### config.mk
export PLATFORM = sky130hd
export DESIGN_NAME = cache_refill_engine
export DESIGN_NICKNAME = d
export VERILOG_FILES = /design/src/rtl/cache_pkg.sv /design/src/rtl/refill_watchdog.sv /design/src/rtl/cache_refill_engine.sv
export SDC_FILE = /design/constraint.sdc
export NUM_CORES = 1
export LEC_CHECK = 0
export CAP_MARGIN = 5
export CORE_UTILIZATION = 40
export DETAILED_ROUTE_END_ITERATION = 10
export PLACE_DENSITY = 0.7
export RECOVER_POWER = 25
export REMOVE_ABC_BUFFERS = 1
export SLEW_MARGIN = 40
export SYNTH_ARGS = -nofsm -noshare
export SYNTH_HDL_FRONTEND = slang
export SYNTH_SLANG_ARGS = --single-unit
### constraint.sdc
create_clock -name clk -period 5.5 [get_ports clk]
set_clock_uncertainty 0.1 [all_clocks]
set_input_delay 1.1 -clock clk [delete_from_list [all_inputs] [get_ports clk]]
set_output_delay 1.1 -clock clk [all_outputs]
set_load 0.02 [all_outputs]
### src/rtl/cache_pkg.sv
// Shared definitions for the cache controller and its refill engine:
// default geometry and the refill FSM state encoding.
package cache_pkg;

    localparam int CACHE_ADDR_W     = 7;
    localparam int CACHE_DATA_W     = 8;
    localparam int CACHE_LINE_WORDS = 4;

    typedef enum logic [2:0] {
        IDLE,
        WB,
        RD,
        FIN,
        ERR
    } refill_state_e;

endpackage

### src/rtl/refill_watchdog.sv
// Counts consecutive cycles a memory access waits without an acknowledge and
// flags expiry in the cycle the wait reaches TIMEOUT.
module refill_watchdog #(
    parameter int TIMEOUT = 15
) (
    input  logic clk,
    input  logic rst,
    input  logic active,
    input  logic ack,
    input  logic clr,
    output logic expired
);
    localparam int CNT_W = $clog2(TIMEOUT + 1);

    logic [CNT_W-1:0] count_q;
    logic [CNT_W-1:0] count_d;

    // Expiry is seen during the TIMEOUT-th waiting cycle, so the FSM leaves
    // on that edge and the request never waits longer than TIMEOUT cycles.
    assign expired = active && !ack && (count_q == CNT_W'(TIMEOUT - 1));

    always_comb begin
        count_d = count_q;
        if (clr || expired || (active && ack)) begin
            count_d = '0;
        end else if (active) begin
            count_d = count_q + CNT_W'(1);
        end
    end

    always_ff @(posedge clk) begin
        if (rst) begin
            count_q <= '0;
        end else begin
            count_q <= count_d;
        end
    end

endmodule

### src/rtl/cache_refill_engine.sv
// Miss-service engine: optional victim writeback, then a word-by-word line
// fetch streamed into the cache data array, abandoned on a memory timeout.
module cache_refill_engine
    import cache_pkg::*;
#(
    parameter int ADDR_W     = CACHE_ADDR_W,
    parameter int DATA_W     = CACHE_DATA_W,
    parameter int LINE_WORDS = CACHE_LINE_WORDS,
    parameter int TIMEOUT    = 15
) (
    input  logic                          clk,
    input  logic                          rst,
    input  logic                          req_valid,
    output logic                          req_ready,
    input  logic [ADDR_W-1:0]             req_addr,
    input  logic                          req_dirty,
    input  logic [ADDR_W-1:0]             req_victim_addr,
    output logic [$clog2(LINE_WORDS)-1:0] wb_idx,
    input  logic [DATA_W-1:0]             wb_data,
    output logic                          mem_req,
    output logic                          mem_we,
    output logic [ADDR_W-1:0]             mem_addr,
    output logic [DATA_W-1:0]             mem_wdata,
    input  logic                          mem_ack,
    input  logic [DATA_W-1:0]             mem_rdata,
    output logic                          fill_valid,
    output logic [$clog2(LINE_WORDS)-1:0] fill_idx,
    output logic [DATA_W-1:0]             fill_data,
    output logic                          done,
    output logic                          err
);
    localparam int                IDX_W     = $clog2(LINE_WORDS);
    localparam logic [IDX_W-1:0]  LAST_IDX  = IDX_W'(LINE_WORDS - 1);
    localparam logic [ADDR_W-1:0] BASE_MASK = ~ADDR_W'(LINE_WORDS - 1);

    refill_state_e     state_q, state_d;
    logic [IDX_W-1:0]  cnt_q, cnt_d;
    logic [ADDR_W-1:0] miss_base_q, miss_base_d;
    logic [ADDR_W-1:0] vic_base_q, vic_base_d;
    logic              req_ready_q, req_ready_d;
    logic              mem_req_q, mem_req_d;
    logic              mem_we_q, mem_we_d;
    logic [ADDR_W-1:0] mem_addr_q, mem_addr_d;
    logic              fill_valid_q, fill_valid_d;
    logic [IDX_W-1:0]  fill_idx_q, fill_idx_d;
    logic [DATA_W-1:0] fill_data_q, fill_data_d;
    logic              done_q, done_d;
    logic              err_q, err_d;

    logic ack_ok;
    logic wd_expired;

    // An acknowledge only means something while an access is outstanding.
    assign ack_ok = mem_ack && mem_req_q;

    refill_watchdog #(
        .TIMEOUT(TIMEOUT)
    ) u_watchdog (
        .clk    (clk),
        .rst    (rst),
        .active (mem_req_q),
        .ack    (ack_ok),
        .clr    (state_q == IDLE),
        .expired(wd_expired)
    );

    always_comb begin
        state_d      = state_q;
        cnt_d        = cnt_q;
        miss_base_d  = miss_base_q;
        vic_base_d   = vic_base_q;
        fill_valid_d = 1'b0;
        fill_idx_d   = fill_idx_q;
        fill_data_d  = fill_data_q;

        case (state_q)
            IDLE: begin
                if (req_valid) begin
                    miss_base_d = req_addr & BASE_MASK;
                    vic_base_d  = req_victim_addr & BASE_MASK;
                    cnt_d       = '0;
                    state_d     = req_dirty ? WB : RD;
                end
            end
            WB: begin
                if (wd_expired) begin
                    state_d = ERR;
                end else if (ack_ok) begin
                    if (cnt_q == LAST_IDX) begin
                        cnt_d   = '0;
                        state_d = RD;
                    end else begin
                        cnt_d = cnt_q + IDX_W'(1);
                    end
                end
            end
            RD: begin
                if (wd_expired) begin
                    state_d = ERR;
                end else if (ack_ok) begin
                    fill_valid_d = 1'b1;
                    fill_idx_d   = cnt_q;
                    fill_data_d  = mem_rdata;
                    cnt_d        = cnt_q + IDX_W'(1);
                    if (cnt_q == LAST_IDX) begin
                        state_d = FIN;
                    end
                end
            end
            FIN:     state_d = IDLE;
            ERR:     state_d = IDLE;
            default: state_d = IDLE;
        endcase

        // Outputs are decoded from the next state so they appear registered
        // in the same cycle the FSM enters that state.
        req_ready_d = (state_d == IDLE);
        mem_req_d   = (state_d == WB) || (state_d == RD);
        mem_we_d    = (state_d == WB);
        mem_addr_d  = '0;
        if (mem_req_d) begin
            mem_addr_d = (mem_we_d ? vic_base_d : miss_base_d) + ADDR_W'(cnt_d);
        end
        done_d = (state_d == FIN);
        err_d  = (state_d == ERR);
    end

    always_ff @(posedge clk) begin
        if (rst) begin
            state_q      <= IDLE;
            cnt_q        <= '0;
            miss_base_q  <= '0;
            vic_base_q   <= '0;
            req_ready_q  <= 1'b1;
            mem_req_q    <= 1'b0;
            mem_we_q     <= 1'b0;
            mem_addr_q   <= '0;
            fill_valid_q <= 1'b0;
            fill_idx_q   <= '0;
            fill_data_q  <= '0;
            done_q       <= 1'b0;
            err_q        <= 1'b0;
        end else begin
            state_q      <= state_d;
            cnt_q        <= cnt_d;
            miss_base_q  <= miss_base_d;
            vic_base_q   <= vic_base_d;
            req_ready_q  <= req_ready_d;
            mem_req_q    <= mem_req_d;
            mem_we_q     <= mem_we_d;
            mem_addr_q   <= mem_addr_d;
            fill_valid_q <= fill_valid_d;
            fill_idx_q   <= fill_idx_d;
            fill_data_q  <= fill_data_d;
            done_q       <= done_d;
            err_q        <= err_d;
        end
    end

    // The cache answers wb_idx combinationally, so write data follows the
    // registered word index within the same cycle.
    assign mem_wdata  = mem_we_q ? wb_data : '0;
    assign wb_idx     = cnt_q;
    assign req_ready  = req_ready_q;
    assign mem_req    = mem_req_q;
    assign mem_we     = mem_we_q;
    assign mem_addr   = mem_addr_q;
    assign fill_valid = fill_valid_q;
    assign fill_idx   = fill_idx_q;
    assign fill_data  = fill_data_q;
    assign done       = done_q;
    assign err        = err_q;

endmodule

# == Yosys cells after proc, flatten, opt, wreduce, memory -nomap -nowiden ==
# Cells that the tools add are included.
# word_totals
input_bits,35
ff_bits,46
word_cells,65
# op_classes
n_reduce_logical,14
bitwise,3
n_addsub,3
n_eq_ne,8
muxes,23
# ops
op,n
7-bit two-way mux,5
3-bit two-way mux,7
2-bit two-way mux,7
"3-bit by 2-bit equality test with 1-bit output, second input constant",3
3-bit one-hot mux with 3 select lines,1
8-bit two-way mux,1
7-bit by 2-bit adder with 7-bit output,1
"3-bit by 1-bit equality test with 1-bit output, second input constant",2
3-bit zero test,2
2-bit one-hot mux with 3 select lines,1
"4-bit by 1-bit adder with 4-bit output, second input constant",1
"4-bit equality test, second input constant",1
1-bit logical AND,4
2-bit OR reduction,2
"3-bit equality test, second input constant",1
1-bit logical OR,3
1-bit inverter,3
3-bit AND reduction,1
3-bit OR reduction,1
"2-bit by 1-bit adder with 2-bit output, second input constant",1
"2-bit equality test, second input constant",1
1-bit zero test,1
1-bit two-way mux,1

# == Longest topological paths before layout ==
# Gate-level depths: netlist of the first run.
# logic_depth
word_depth,10
depth_mapped,16
depth_no_buf,15

# == By module ==
# From an unflattened synthesis of the first run, not the netlist that was laid out.
# unflattened
hier_cells,239
area_unflattened_um2,2168.3
# by_module_without_submodules
mod,instances,seq_area_each_um2,area_per_inst_um2,cells_each
cache_refill_engine,1,840.8,1953.1,217
refill_watchdog,1,80.1,215.2,22

# == Worst setup path before layout of the first run ==
# OpenSTA, ideal clock, no wires.
# synth_path
kind,input -> register
start,in mem_ack
end,"reg mem_addr_q[6], in the netlist mem_addr[6]"
cell_stages,14
t_required_ns,5.314
n_path_buf,1
setup_ns,0.086
setup_slack_ns,1.766
arrival_time_ns,3.549
path_cell_list,a31oi_2 -> a22oi_1 -> o31a_4 -> nor2_4 -> mux2i_1 -> nor2_1 -> ha_1 -> inv_1 -> fa_1 -> buf_2 -> nor3b_1 -> xor2_1 -> a21oi_1 -> a211oi_1
# synth_between
elab_chain_len,10
elab_cells_between_ends,21
cone_classes,1 x add/sub; 2 x eq/ne; 11 x mux; 1 x bitwise; 6 x reduce/logical
# synth_lines
item,line,source
from (decl),cache_refill_engine.sv:24,"input logic mem_ack,"
1-bit logical AND (*),cache_refill_engine.sv:54,assign ack_ok = mem_ack && mem_req_q;
"parallel branches: the longest is 9 deep, another holds 7-bit by 2-bit adder with 7-bit output",--,
to (signal assigned),cache_refill_engine.sv:151,mem_addr_q <= mem_addr_d;
to (decl),cache_refill_engine.sv:43,"logic [ADDR_W-1:0] mem_addr_q, mem_addr_d;"
# Mark *: on every way between the ends.
# A chain may end at the register's enable or synchronous reset.

# == Worst setup path after layout of the first run ==
# layout_path
start,in req_valid
end,"reg mem_addr_q[6], in the netlist mem_addr[6]"
# layout_between
elab_chain_len,6
elab_cells_between_ends,15
cone_classes,1 x add/sub; 2 x eq/ne; 9 x mux; 1 x bitwise; 2 x reduce/logical
# layout_lines
item,line,source
from (decl),cache_refill_engine.sv:13,"input logic req_valid,"
"parallel branches: the longest is 6 deep, another holds 7-bit by 2-bit adder with 7-bit output",--,
# Parallel ways; which one is timed is not known.

==> results.ini, run 1 <==
[drt]
vias=1928
vias_per_cell=4.969
drt_iter0_markers=89
drcViolationCount=0
detail_route.wirelength_mm=4.659
drt_first_pass_iters=6
routedWlPerCell_um=12.01
ant_nets=0

[sta]
slew_violations=0
rsz0062_at_grt=no
timing.fmax_mhz=219.5
worst_slack_ns=0.9439
fin_crit_ns=4.556
worst_pin_slew_ns=0.9618
max_slew_margin_pct=35.88
finalSetupViolCount=0
finalCritPeriodShare_pct=82.84
setup_tns_ns=0
hold_viol=0

[layout]
finalNetCount=358
syn_to_final_growth_pct=33.28
diodes=0
layoutNonFillerInstCount=388
final_common_cell=clkdlybuf4s50_1
mostFrequentLayoutCells=clkdlybuf4s50_1 (54), dfxtp_1 (46), nand2_1 (36)
drive_above_1_share_pct=5.346

[floorplan]
placementRows=26
core_um2=5238
die_area_um2=5886
die_w_um=76.72
start_util_pct=42.64
die_y_um=76.72
io_pins=68

[clock_network]
htreeDepth=2
clock-sinks=46
ctsHoldBuffers=0
cts_tree=built
cts_setup_buffers=0
ctsLongestPathBuffers=2
cts_buffers=5
clk_root_buffer_cell=clkbuf_8
cts-resized-gates=0
clock_latency_ns=0.29
cts.clk_slew.worst_paths_ns=0.09

[logic_synthesis]
syn_inst=259
synth_edf_count=0
yosys.cell_types.count=48
ys_warn_count=0
syn-cell-area_um2=2233
synth-seq-cells=46
synth_top_flop_cell=dfxtp_1
ys_seq_area_share_pct=41.23
syn_avg_cell_area_um2=8.623
async_flop_share_pct=0

[placed_design]
dp_hpwl_mm=3.368
numPortBuffers=63
pre_cts_ws_ns=0.8375
gp_congestion=0.8536
place_inst=380

[worst_setup_path]
critPathKind=primary input to flop
path_max_fanout=14
cp_data_arrival_time_ns=4.67
crit_required_ns=5.61
reg2reg_slack_ns=1.84
r2r-end=mem_addr[6]
cp_slowest_cell=or4b_1
ff2ff_path_depth=14
critPathCaptureType=flop
path_cells=dlygate4sd3_1 > or4b_1 > o22ai_2 > nor2_4 > mux2i_1 > nor2_1 > ha_1 > inv_1 > fa_1 > nor3b_1 > xor2_1 > a21oi_1 > a211oi_1
startpoint_type=primary input
critPathMaxStageDelay_ns=0.73
r2r_start=wb_idx[0]

[grt]
grt-ovfl-total=0
grtUsageTotal_pct=17.31
grt_pass1_wl_mm=8.107
antenna_found_initial=0
grt_max_degree=34
grt_pass1_vias=1736

[hold_path]
hold_depth=2
worstHoldStart=fill_data[3]
hold_path.class=flop to flop
worstHoldEndpoint=fill_data[3]

[power]
combPwrFrac_pct=17.2
p_int_uw=521.2
swShare_pct=26.12
p_leak_uw=0.001127
seqPwrFrac_pct=50.4
p_clk_share_pct=32.4
p_sw_uw=184.3
ir_drop_uv=159.2
powerDensity_nw_per_um2=237.0

[job]
cap_violations=0

[outcome]
status=finished clean

==> cell usage after synthesis (all sizes together) (4+ instances only) <==
| cell type | count | share of area (%) |
|---|---|---|
| dfxtp | 46 | 41 |
| nand2 | 36 | 6.1 |
| nor2 | 34 | 6.1 |
| a21oi | 21 | 4.7 |
| and2 | 15 | 4.3 |
| mux2i | 12 | 5.4 |
| nand3 | 11 | 2.5 |
| buf | 8 | 2.7 |
| clkbuf | 7 | 1.2 |
| nor3 | 7 | 1.6 |
| xnor2 | 7 | 2.7 |
| ha | 5 | 2.8 |
| xor2 | 5 | 2.0 |
| a21o | 4 | 1.7 |
| nand2b | 4 | 1.1 |
==> critical path: cells and delay by family <==
| kind | cells | cell delay, ns |
|---|---|---|
| adders and majority gates | 2 | 0.70 |
| muxes | 1 | 0.13 |
| buffers and inverters | 2 | 0.65 |
| xor gates and xnor gates | 1 | 0.17 |
| AOI/OAI and AO/OA | 3 | 0.66 |
| and+or+nand+nor | 4 | 1.25 |
==> per-layer routing <==
layer  global-route usage [%]  vias to the layer above  wire length [um]
met5                        0                        -                 0
met4                    8.077                        0                81
met3                    4.167                        7               200
met2                    26.88                       51              2123
met1                    22.49                      873              2254
li1                         -                      997                 -
==> registers in the layout (all words and copies together) (netlist names), 2 cells and up <==
name	flops
fill_data	8
fill_idx	2
mem_addr	7
miss_base_q	7
state_q	3
u_watchdog.count_q	4
vic_base_q	7
wb_idx	2
==> how the worst max path moves through the flow <==
stage	slack (ns)	end	from	cells past startpoint
finish	0.94	mem_addr[6]	req_valid	13
detailed placement	0.84	mem_addr[6]	mem_ack	14
global placement	0.83	mem_addr[6]	mem_ack	14
floorplan	0.91	mem_addr[5]	req_valid	13
CTS	1.15	mem_addr[6]	mem_ack	14
global route	0.69	mem_addr[6]	mem_ack	15
==> metrics by stage <==
| step | cell area [um^2] | total power [uW] | hold WS (ns) | util (%) |
|---|---|---|---|---|
| 4_1_cts | 3002 | 717.3 | 0.3577 | 57.31 |
| 2_1_floorplan | 2147 | 431.0 | 0.3291 | - |
| 5_1_grt | 2977 | 746.6 | 0.3800 | 56.83 |
| 3_3_place_gp | 2897 | 488.0 | 0.3416 | 55.30 |
| 3_5_place_dp | 2897 | 489.1 | 0.3452 | 55.30 |
| 6_report | 2977 | 705.5 | 0.3554 | 56.83 |
==> area by class of cell <==
class	instances	area (um^2)
Inverter	4	20.02
Tap cell	70	87.58
Multi-Input combinational cell	194	1194
Timing Repair Buffer	66	649.4
Sequential cell	46	920.9
Clock inverter	1	8.758
Clock buffer	7	96.34
Fill cell	480	2261
==> cell families (layout without fill, tap and decap cells) <==
family,Yosys count,count (layout),share of synthesized area [%]
and+or+nand+nor,123,123,27.11
DFF,46,46,41.23
adders and majority gates,6,6,3.698
xor gates and xnor gates,12,12,4.706
AOI/OAI and AO/OA,41,41,13.11
muxes,12,12,5.378
buffers and inverters,19,78,4.762
==> power groups by stage <==
stage | Combinational [uW] | Clock [uW] | Sequential [uW]
floorplan | 63.1 | 0 | 368
global placement | 124 | 0 | 364
detailed placement | 125 | 0 | 364
CTS | 126 | 235 | 356
global route | 133 | 256 | 357
finish | 121 | 228 | 356
No activity file was read; power rests on OpenSTA's default activity.
==> run 2, diff against run 1 <==
Settings changed: PLACE_DENSITY 0.7 to 0.73.
Clock period 5.5 ns to 4.15 ns, I/O delays scaled along.
==> run 2 against run 1 <==
Against the previous run:
- die area stayed put
- critical path depth is 1 higher
- sequential power is 33% higher
- worst hold slack better by 0.0024 ns
- combinational power is 36% higher
- register-to-register slack worse by 1.1 ns
- routed wire length is 5.5% higher
- final cell count is 1.5% higher
- final area is 1.5% higher
- non-clock buffer count is 6 higher
- sequential share of layout area is 0.45 points lower
- sequential cell count stayed put
- largest cell class unchanged
- largest power group unchanged
==> results.ini, run 2 (synthesized netlist as in run 1, its figures left out) <==
[clock_network]
ctsHoldBuffers=0  ; unchanged
cts_tree=built  ; unchanged
cts.clk_slew.worst_paths_ns=0.09  ; about the same
clk_root_buffer_cell=clkbuf_8  ; unchanged
clock-sinks=46  ; unchanged
cts_buffers=5  ; unchanged
htreeDepth=2  ; unchanged
clock_latency_ns=0.30  ; was 0.29 ns
ctsLongestPathBuffers=2  ; unchanged
cts-resized-gates=0  ; unchanged
cts_setup_buffers=0  ; unchanged

[layout]
finalNetCount=364  ; was 358
mostFrequentLayoutCells=clkdlybuf4s50_1 (57), dfxtp_1 (46), nand2_1 (36)  ; was clkdlybuf4s50_1 (54), dfxtp_1 (46), nand2_1 (36)
syn_to_final_growth_pct=35.24  ; was 33.28%
drive_above_1_share_pct=7.407  ; was 5.346%
multi_input_area_um2=1211  ; was 1194 um^2
fillers=478  ; was 480
fin_area_um2=3020  ; was 2977 um^2
final_common_cell=clkdlybuf4s50_1  ; unchanged
ff_latch_area_um2=920.9  ; unchanged
largest_reg_flops=8  ; unchanged
diodes=0  ; unchanged

[worst_setup_path]
path_buf_inv=2  ; unchanged
critPathMaxStageDelay_ns=0.55  ; was 0.73 ns
path_max_fanout=6  ; was 14
cp_slowest_cell=clkdlybuf4s50_1  ; was or4b_1
critPathKind=primary input to flop  ; unchanged
startpoint_type=primary input  ; unchanged
cp_data_arrival_time_ns=3.92  ; was 4.67 ns
crit_required_ns=4.27  ; was 5.61 ns
reg2reg_slack_ns=0.74  ; was 1.84 ns
critPathCaptureType=flop  ; unchanged
path_cells=clkdlybuf4s50_1 > and4b_1 > and2_4 > o31a_4 > nor2_4 > mux2i_1 > nor2_1 > ha_1 > inv_1 > fa_1 > nor3b_1 > xor2_1 > a21oi_1 > a211oi_1  ; was dlygate4sd3_1 > or4b_1 > o22ai_2 > nor2_4 > mux2i_1 > nor2_1 > ha_1 > inv_1 > fa_1 > nor3b_1 > xor2_1 > a21oi_1 > a211oi_1
crit_family=simple AND/OR/NAND/NOR gates  ; unchanged

[grt]
grt_pass1_wl_mm=7.997  ; was 8.107 mm
met1_usage_pct=21.34  ; was 22.49%
grt_pass1_vias=1754  ; was 1736
grt_max_degree=28  ; was 34
grtUsageMet3_pct=4.881  ; was 4.167%
top_usage_layer=met2  ; unchanged
antenna_found_initial=0  ; unchanged
grt_use_met2_pct=27.41  ; was 26.88%
grtUsageTotal_pct=16.64  ; was 17.31%
grt-ovfl-total=0  ; unchanged

[drt]
vias_per_cell=5.041  ; was 4.969
vias=1986  ; was 1928
drcViolationCount=0  ; unchanged
ant_nets=0  ; unchanged
detail_route.wirelength_mm=4.913  ; was 4.659 mm
routedWlPerCell_um=12.47  ; was 12.01 um
drt_iter0_markers=161  ; was 89
drt_first_pass_iters=4  ; was 6

[power]
ir_drop_uv=234.0  ; was 159.2 uV
powerDensity_nw_per_um2=303.1  ; was 237.0 nW/um^2
power_uw=915.5  ; was 705.5 uW
p_leak_uw=0.001142  ; was 0.001127 uW

[sta]
hold_viol=0  ; unchanged
fin_crit_ns=3.800
timing.fmax_mhz=263.2
rsz0062_at_grt=no  ; unchanged
worst_pin_slew_ns=1.000  ; was 0.9618 ns
max_slew_margin_pct=33.31  ; was 35.88%
finalCritPeriodShare_pct=91.55
finalSetupViolCount=0  ; unchanged
worst_hold_slack_ns=0.3578  ; was 0.3554 ns
setup_tns_ns=0  ; unchanged
slew_violations=0  ; unchanged

[hold_path]
hold_path.class=flop to flop  ; unchanged

[floorplan]
io_pins=68  ; unchanged
die_y_um=76.72  ; unchanged
placementRows=26  ; unchanged
die_w_um=76.72  ; unchanged
die_area_um2=5886  ; unchanged
start_util_pct=42.64  ; unchanged
core_um2=5238  ; unchanged

[placed_design]
gp_congestion=0.8679  ; was 0.8536
dp_hpwl_mm=3.588  ; was 3.368 mm
placed_area_um2=2942  ; was 2897 um^2
numPortBuffers=63  ; unchanged

[job]
cap_violations=0  ; unchanged

[outcome]
status=finished clean  ; unchanged

## run 2: cell types whose count changed in the layout (fill, tap and decap cells not counted), sizes merged
cell           previous run  this run
clkinv                    2         3
clkinvlp                  0         1
dlygate4sd3               9         6
buf                       2         7
clkbuf                    8         7
clkdlybuf4s50            54        57
## run 2: worst reg2reg max path, cell delays in order, from the launching register on
cell      delay [ns]
dfxtp_1         0.38
ha_1            0.27
a31oi_2         0.28
a22oi_1         0.12
o31a_4          0.38
nor2_4          0.15
mux2i_1         0.08
nor2_1          0.10
ha_1            0.19
inv_1           0.05
fa_1            0.47
nor3b_1         0.28
xor2_1          0.17
a21oi_1         0.08
a211oi_1        0.24
## run 2: area by class of cell
class	count	share of cell area, %
clock buffers	5	2.278
multi-input cells	194	40.10
clock inverters	3	0.7042
inverters	4	0.6628
well taps	70	2.900
repair buffers	72	22.87
flip-flops and latches	46	30.49
## run 2: stage by stage
step | utilization, % | std cells | setup WS (ns)
finish | 57.67 | 394 | 0.3505
global route | 57.67 | 394 | 0.1139
CTS | 57.88 | 394 | 0.3746
detailed placement | 56.16 | 386 | 0.06643
global placement | 56.16 | 386 | 0.1109
floorplan | - | 244 | -0.1672
## run 2: report_power, final
group / total, uW / switching [uW] / internal [uW] / leakage (uW)
clock network: 278 / 159 / 119 / 0.0000441
registers: 472 / 15.7 / 457 / 0.000374
logic: 165 / 80.3 / 84.9 / 0.000724
total: 915 / 255 / 660 / 0.00114
## run 2: routing by layer
layer,up-vias,routed length (um)
met1,905,2323
li1,1004,-
met4,0,29
met5,-,0
met2,72,2200
met3,5,360
## run 2: worst paths after layout
path | from | endpoint | cells after the start
worst max-delay path | mem_ack | mem_addr[6] | 14
worst min-delay path | fill_idx[1] | fill_idx[1] | 2
worst max register to register | wb_idx[0] | mem_addr[6] | 14
worst min register to register | fill_idx[1] | fill_idx[1] | 2
